**src/rtl/booth_pkg.sv**
```systemverilog
// Shared definitions for the Booth operand issue path.
// Holds default widths/depth, the issue FSM state type and the operand-pair layout.
// No logic; imported by the queue, its FIFO and anything that models them.
package booth_pkg;

    localparam int BOOTH_WIDTH_IN      = 16;
    localparam int BOOTH_WIDTH_PRODUCT = 32;
    localparam int BOOTH_DEPTH         = 4;

    typedef enum logic [1:0] {
        IDLE  = 2'd0,
        ISSUE = 2'd1,
        WAIT  = 2'd2
    } issue_state_e;

    typedef struct packed {
        logic [BOOTH_WIDTH_IN-1:0] a;
        logic [BOOTH_WIDTH_IN-1:0] b;
    } operand_pair_t;

endpackage

```
**src/rtl/operand_fifo.sv**
```systemverilog
// Operand-pair FIFO: DEPTH entries of DW bits, combinational head read.
// Latency: a pushed entry is at the head on the next cycle when the FIFO was empty.
// Backpressure: push ignored when full, pop ignored when empty; full/empty come from the count.
// Ports: clk_i/rst_ni (sync, active-low), push_i/push_dat_i, pop_i/pop_dat_o,
//        count_o (occupancy), full_o, empty_o.
module operand_fifo
    import booth_pkg::*;
#(
    parameter int DW    = 2 * BOOTH_WIDTH_IN,
    parameter int DEPTH = BOOTH_DEPTH
) (
    input  logic                     clk_i,
    input  logic                     rst_ni,
    input  logic                     push_i,
    input  logic [DW-1:0]            push_dat_i,
    input  logic                     pop_i,
    output logic [DW-1:0]            pop_dat_o,
    output logic [$clog2(DEPTH):0]   count_o,
    output logic                     full_o,
    output logic                     empty_o
);

    // DEPTH is a power of two, so the pointers wrap for free at AW bits.
    localparam int AW = $clog2(DEPTH);
    localparam int CW = AW + 1;

    logic [DW-1:0] mem_q [DEPTH];
    logic [AW-1:0] wr_ptr_q, wr_ptr_d;
    logic [AW-1:0] rd_ptr_q, rd_ptr_d;
    logic [CW-1:0] count_q, count_d;
    logic          do_push;
    logic          do_pop;

    // Pointers alone cannot tell full from empty; the count is authoritative.
    assign full_o    = (count_q == CW'(DEPTH));
    assign empty_o   = (count_q == '0);
    assign do_push   = push_i && !full_o;
    assign do_pop    = pop_i && !empty_o;
    assign pop_dat_o = mem_q[rd_ptr_q];
    assign count_o   = count_q;

    always_comb begin
        wr_ptr_d = wr_ptr_q;
        rd_ptr_d = rd_ptr_q;
        count_d  = count_q;
        if (do_push) wr_ptr_d = wr_ptr_q + 1'b1;
        if (do_pop)  rd_ptr_d = rd_ptr_q + 1'b1;
        unique case ({do_push, do_pop})
            2'b10:   count_d = count_q + 1'b1;
            2'b01:   count_d = count_q - 1'b1;
            default: count_d = count_q;
        endcase
    end

    always_ff @(posedge clk_i) begin
        if (!rst_ni) begin
            wr_ptr_q <= '0;
            rd_ptr_q <= '0;
            count_q  <= '0;
        end else begin
            wr_ptr_q <= wr_ptr_d;
            rd_ptr_q <= rd_ptr_d;
            count_q  <= count_d;
        end
    end

    // Storage needs no reset: entries are only read once the count covers them.
    always_ff @(posedge clk_i) begin
        if (do_push) mem_q[wr_ptr_q] <= push_dat_i;
    end

endmodule

```
**src/rtl/operand_issue_queue.sv**
```systemverilog
// Operand issue queue: buffers operand pairs and feeds a Booth multiplier one at a time.
// Latency: accept at N -> mul_valid_in at N+2; mul_valid_out at M -> out_valid at M+1.
// Backpressure: in_ready drops when the FIFO is full; no issue while a result is unconsumed.
// Ports: clk/reset (sync, active-low); in_a/in_b/in_valid/in_ready upstream;
//        mul_a/mul_b/mul_valid_in/mul_valid_out/mul_product to/from the multiplier;
//        out_product/out_valid/out_ready downstream; busy, fifo_count status.
module operand_issue_queue
    import booth_pkg::*;
#(
    parameter int WIDTH_IN      = BOOTH_WIDTH_IN,
    parameter int WIDTH_PRODUCT = BOOTH_WIDTH_PRODUCT,
    parameter int DEPTH         = BOOTH_DEPTH
) (
    input  logic                     clk,
    input  logic                     reset,
    input  logic [WIDTH_IN-1:0]      in_a,
    input  logic [WIDTH_IN-1:0]      in_b,
    input  logic                     in_valid,
    output logic                     in_ready,
    output logic [WIDTH_IN-1:0]      mul_a,
    output logic [WIDTH_IN-1:0]      mul_b,
    output logic                     mul_valid_in,
    input  logic                     mul_valid_out,
    input  logic [WIDTH_PRODUCT-1:0] mul_product,
    output logic [WIDTH_PRODUCT-1:0] out_product,
    output logic                     out_valid,
    input  logic                     out_ready,
    output logic                     busy,
    output logic [$clog2(DEPTH):0]   fifo_count
);

    issue_state_e             state_q, state_d;
    logic [WIDTH_IN-1:0]      mul_a_q, mul_a_d;
    logic [WIDTH_IN-1:0]      mul_b_q, mul_b_d;
    logic [WIDTH_PRODUCT-1:0] out_product_q, out_product_d;
    logic                     out_valid_q, out_valid_d;

    logic                     fifo_push;
    logic                     fifo_pop;
    logic                     fifo_full;
    logic                     fifo_empty;
    logic [2*WIDTH_IN-1:0]    fifo_head;

    // Ready depends only on the registered count (and reset), never on this cycle's pop.
    assign in_ready  = reset && !fifo_full;
    assign fifo_push = in_valid && in_ready;

    operand_fifo #(
        .DW    (2 * WIDTH_IN),
        .DEPTH (DEPTH)
    ) u_fifo (
        .clk_i      (clk),
        .rst_ni     (reset),
        .push_i     (fifo_push),
        .push_dat_i ({in_a, in_b}),
        .pop_i      (fifo_pop),
        .pop_dat_o  (fifo_head),
        .count_o    (fifo_count),
        .full_o     (fifo_full),
        .empty_o    (fifo_empty)
    );

    always_comb begin
        state_d       = state_q;
        mul_a_d       = mul_a_q;
        mul_b_d       = mul_b_q;
        out_product_d = out_product_q;
        out_valid_d   = out_valid_q;
        fifo_pop      = 1'b0;

        if (out_valid_q && out_ready) out_valid_d = 1'b0;

        unique case (state_q)
            IDLE: begin
                // A held result blocks the next issue so only one product is ever pending.
                if (!fifo_empty && !out_valid_q) begin
                    state_d  = ISSUE;
                    fifo_pop = 1'b1;
                    mul_a_d  = fifo_head[2*WIDTH_IN-1:WIDTH_IN];
                    mul_b_d  = fifo_head[WIDTH_IN-1:0];
                end
            end
            ISSUE: state_d = WAIT;
            WAIT: begin
                if (mul_valid_out) begin
                    state_d       = IDLE;
                    out_product_d = mul_product;
                    out_valid_d   = 1'b1;
                end
            end
            default: state_d = IDLE;
        endcase
    end

    always_ff @(posedge clk) begin
        if (!reset) begin
            state_q       <= IDLE;
            mul_a_q       <= '0;
            mul_b_q       <= '0;
            out_product_q <= '0;
            out_valid_q   <= 1'b0;
        end else begin
            state_q       <= state_d;
            mul_a_q       <= mul_a_d;
            mul_b_q       <= mul_b_d;
            out_product_q <= out_product_d;
            out_valid_q   <= out_valid_d;
        end
    end

    assign mul_a        = mul_a_q;
    assign mul_b        = mul_b_q;
    assign mul_valid_in = (state_q == ISSUE);
    assign busy         = (state_q != IDLE);
    assign out_product  = out_product_q;
    assign out_valid    = out_valid_q;

endmodule

```
**config.mk**
```make
export PLATFORM = sky130hd
export DESIGN_NAME = operand_issue_queue
export DESIGN_NICKNAME = d
export VERILOG_FILES = /design/src/rtl/booth_pkg.sv /design/src/rtl/operand_fifo.sv /design/src/rtl/operand_issue_queue.sv
export SDC_FILE = /design/constraint.sdc
export NUM_CORES = 1
export LEC_CHECK = 0
export ABC_AREA = 1
export CORE_MARGIN = 10
export CORE_UTILIZATION = 53
export DETAILED_ROUTE_END_ITERATION = 10
export PLACE_DENSITY_LB_ADDON = 0.12
export SLEW_MARGIN = 15
export SYNTH_ARGS = -nofsm -noshare
export SYNTH_HDL_FRONTEND = slang
export SYNTH_SLANG_ARGS = --single-unit
```
**constraint.sdc**
```tcl
create_clock -name clk -period 3.3 [get_ports clk]
set_input_delay 0.66 -clock clk [delete_from_list [all_inputs] [get_ports clk]]
set_output_delay 0.66 -clock clk [all_outputs]
set_load 0.02 [all_outputs]
```
==> results.sh <==
export IMPL_postSynthCellCount=926
export IMPL_netlist_area_mm2=0.00841
export IMPL_port_buffers=139
export IMPL_grt_max_degree=68
export IMPL_synth_distinct_cells=21
export IMPL_die_area_mm2=0.0213
export IMPL_io_pins=140
export IMPL_cts_resized=0
export IMPL_h_tree_depth=1
export IMPL_layout_drive_gt1_share=0.0504
export IMPL_tns_ns=0
export IMPL_fin_ws_ns=0.873
export IMPL_crit_fanout=4
export IMPL_clk_latency_ns=0.50
export IMPL_routed_via_density=4.67
export IMPL_clkTransAtPathRegs_ns=0.06
export IMPL_antenna_found_initial=1
export IMPL_cts_setup_buffers=0
export IMPL_finalCritPeriodShare=0.735
export IMPL_status="complete, no violations"
export IMPL_rows=45
export IMPL_met2_length_um=8800
export IMPL_clockRootBuffer="clkbuf_16"
export IMPL_cts_tree="built"
export IMPL_layout_common_cells="237 x nand2_1, 206 x inv_1, 138 x clkdlybuf4s50_1"
export IMPL_layout_commonest_cell="nand2_1"
export IMPL_coreArea_mm2=0.0154
export IMPL_finalMaxSlewViolations=0
export IMPL_syn_avg_cell_area_um2=9.08
export IMPL_cap_violations=0
export IMPL_tightestPinTransition_ns=1.02
export IMPL_fp_dieW_um=146
export IMPL_met3WireLength_um=1370
export IMPL_cp_required_ns=2.64
export IMPL_highest_layer="met4"
export IMPL_hold_buffers=0
export IMPL_rsz0062_at_grt="no"
export IMPL_drt_total_wl_um=18500
export IMPL_ys_ff_latch=202
export IMPL_drt_pass1_iter_count=5
export IMPL_drc=0
export IMPL_die_h_um=146
export IMPL_dr_total_vias=6005
export IMPL_synth_top_cell_by_area="edfxtp_1"
export IMPL_worstSetupEndpointType="output pin"
export IMPL_place_ws_ns=0.547
export IMPL_irDropWorstVdd_mv=0.483
export IMPL_setup_viol=0
export IMPL_place_hpwl_um=11800
export IMPL_fin_crit_ns=2.43
export IMPL_start_kind="flip-flop"
export IMPL_n_fill_cell=1223
export IMPL_synth_nets=1001
export IMPL_initialDrtViolationCount=460
export IMPL_clkSinkCount=202
export IMPL_grt_pass1_wl_um=30100
export IMPL_min_path_type="flip-flop to flip-flop"
export IMPL_report_final_hold_viol_count=0
export IMPL_grt_pass1_vias=5821
export IMPL_finClkSkew_ns=0.0155
export IMPL_nets=1131
export IMPL_antenna_left=0
export IMPL_numCtsBuffers=22
export IMPL_clockBufferDepth=3
export IMPL_wl_per_cell_um=14.4
export IMPL_drt_met1_wl_um=8030
export IMPL_initial_utilization=0.547
export IMPL_p_leak_nw=4.62
export IMPL_p_total_mw=8.00
export IMPL_area_delta_synth_final_pct=26.3
export IMPL_grt_usage=0.170
export IMPL_synth_seq_area_share=0.633
export IMPL_overflow=0
export IMPL_yosys_top_cells_area="edfxtp_1 46%, dfxtp_1 18%, nand2_1 11%, inv_1 9.2%, nand3_1 4.3%"
export IMPL_timing_fmax_mhz=412
export IMPL_synth_top_area_frac=0.457
export IMPL_p_per_area_mw_per_mm2=753
export IMPL_slew_headroom=0.317
export IMPL_timing_worst_setup_path_type="flip-flop to output pin"
export IMPL_ys_warn_count=0
export IMPL_cp_arrival_ns=1.77
export IMPL_gp_congestion=0.742
==> synth_stat cells (all sizes together) <==
cell type  number
a21oi          36
a31oi           1
buf            34
clkbuf         10
dfxtp          74
edfxtp        128
fa              1
ha              5
inv           212
nand2         239
nand3          72
nand4           2
nor2           76
nor3            1
o21a            1
o21ai          34
==> flip-flops by register name, indices dropped and copies added, names as in the netlist <==
name             count
u_fifo.mem_q       128
out_product         32
mul_a               16
mul_b               16
u_fifo.count_o       3
state_q              2
u_fifo.rd_ptr_q      2
u_fifo.wr_ptr_q      2
out_valid            1
==> routing by layer <==
| metal | track usage | up-vias |
|---|---|---|
| li1 | - | 3093 |
| met1 | 0.214 | 2735 |
| met4 | 0.0450 | 0 |
| met3 | 0.0376 | 27 |
| met2 | 0.288 | 150 |
| met5 | 0 | - |
==> logic make-up after synthesis <==
| kind of cell | count (synthesis) | synth area share |
|---|---|---|
| DFF | 202 | 0.633 |
| AOI/OAI and AO/OA | 72 | 0.0433 |
| buffers and inverters | 256 | 0.126 |
| and+or+nand+nor | 390 | 0.187 |
| adders and majority gates | 6 | 0.00982 |
==> critical path, stage by stage (launching register included) <==
cell	delay, ns
dfxtp_1	0.38
inv_2	0.08
a31oi_1	0.16
clkdlybuf4s50_1	0.66
==> stage by stage <==
stage	hold slack, ns	instances	utilization	cell area (µm²)
after floorplan	0.478	926	-	8410
after global placement	0.431	1243	0.647	9950
after detailed placement	0.434	1243	0.647	9950
after CTS	0.443	1283	0.691	10600
after global routing	0.457	1284	0.691	10600
final	0.441	1285	0.691	10600
==> final timing paths <==
kind                     startpoint                 to  slack, ns  cells past startpoint
setup / recovery  u_fifo.count_o[1]           in_ready       0.87                      3
hold / removal      out_product[18]    out_product[18]       0.44                      2
setup reg to reg  u_fifo.count_o[1]  u_fifo.count_o[2]       0.99                     12
hold reg to reg     out_product[18]    out_product[18]       0.44                      2
==> cell type report <==
type	count	area (µm²)	area share
Antenna cell	2	5.00	0.000471
Inverter	212	796	0.0749
Timing Repair Buffer	150	1510	0.142
Clock buffer	36	634	0.0597
Clock inverter	4	32.5	0.00306
Sequential cell	202	5330	0.502
Tap cell	211	264	0.0249
Multi-Input combinational cell	468	2050	0.193
==> where the power goes <==
part | internal [mW] | leakage, nW | switching, mW
registers | 3.00 | 1.77 | 0.130
clock network | 1.32 | 0.319 | 0.924
logic | 0.975 | 2.53 | 1.65
No activity file was read; power rests on OpenSTA's default activity.
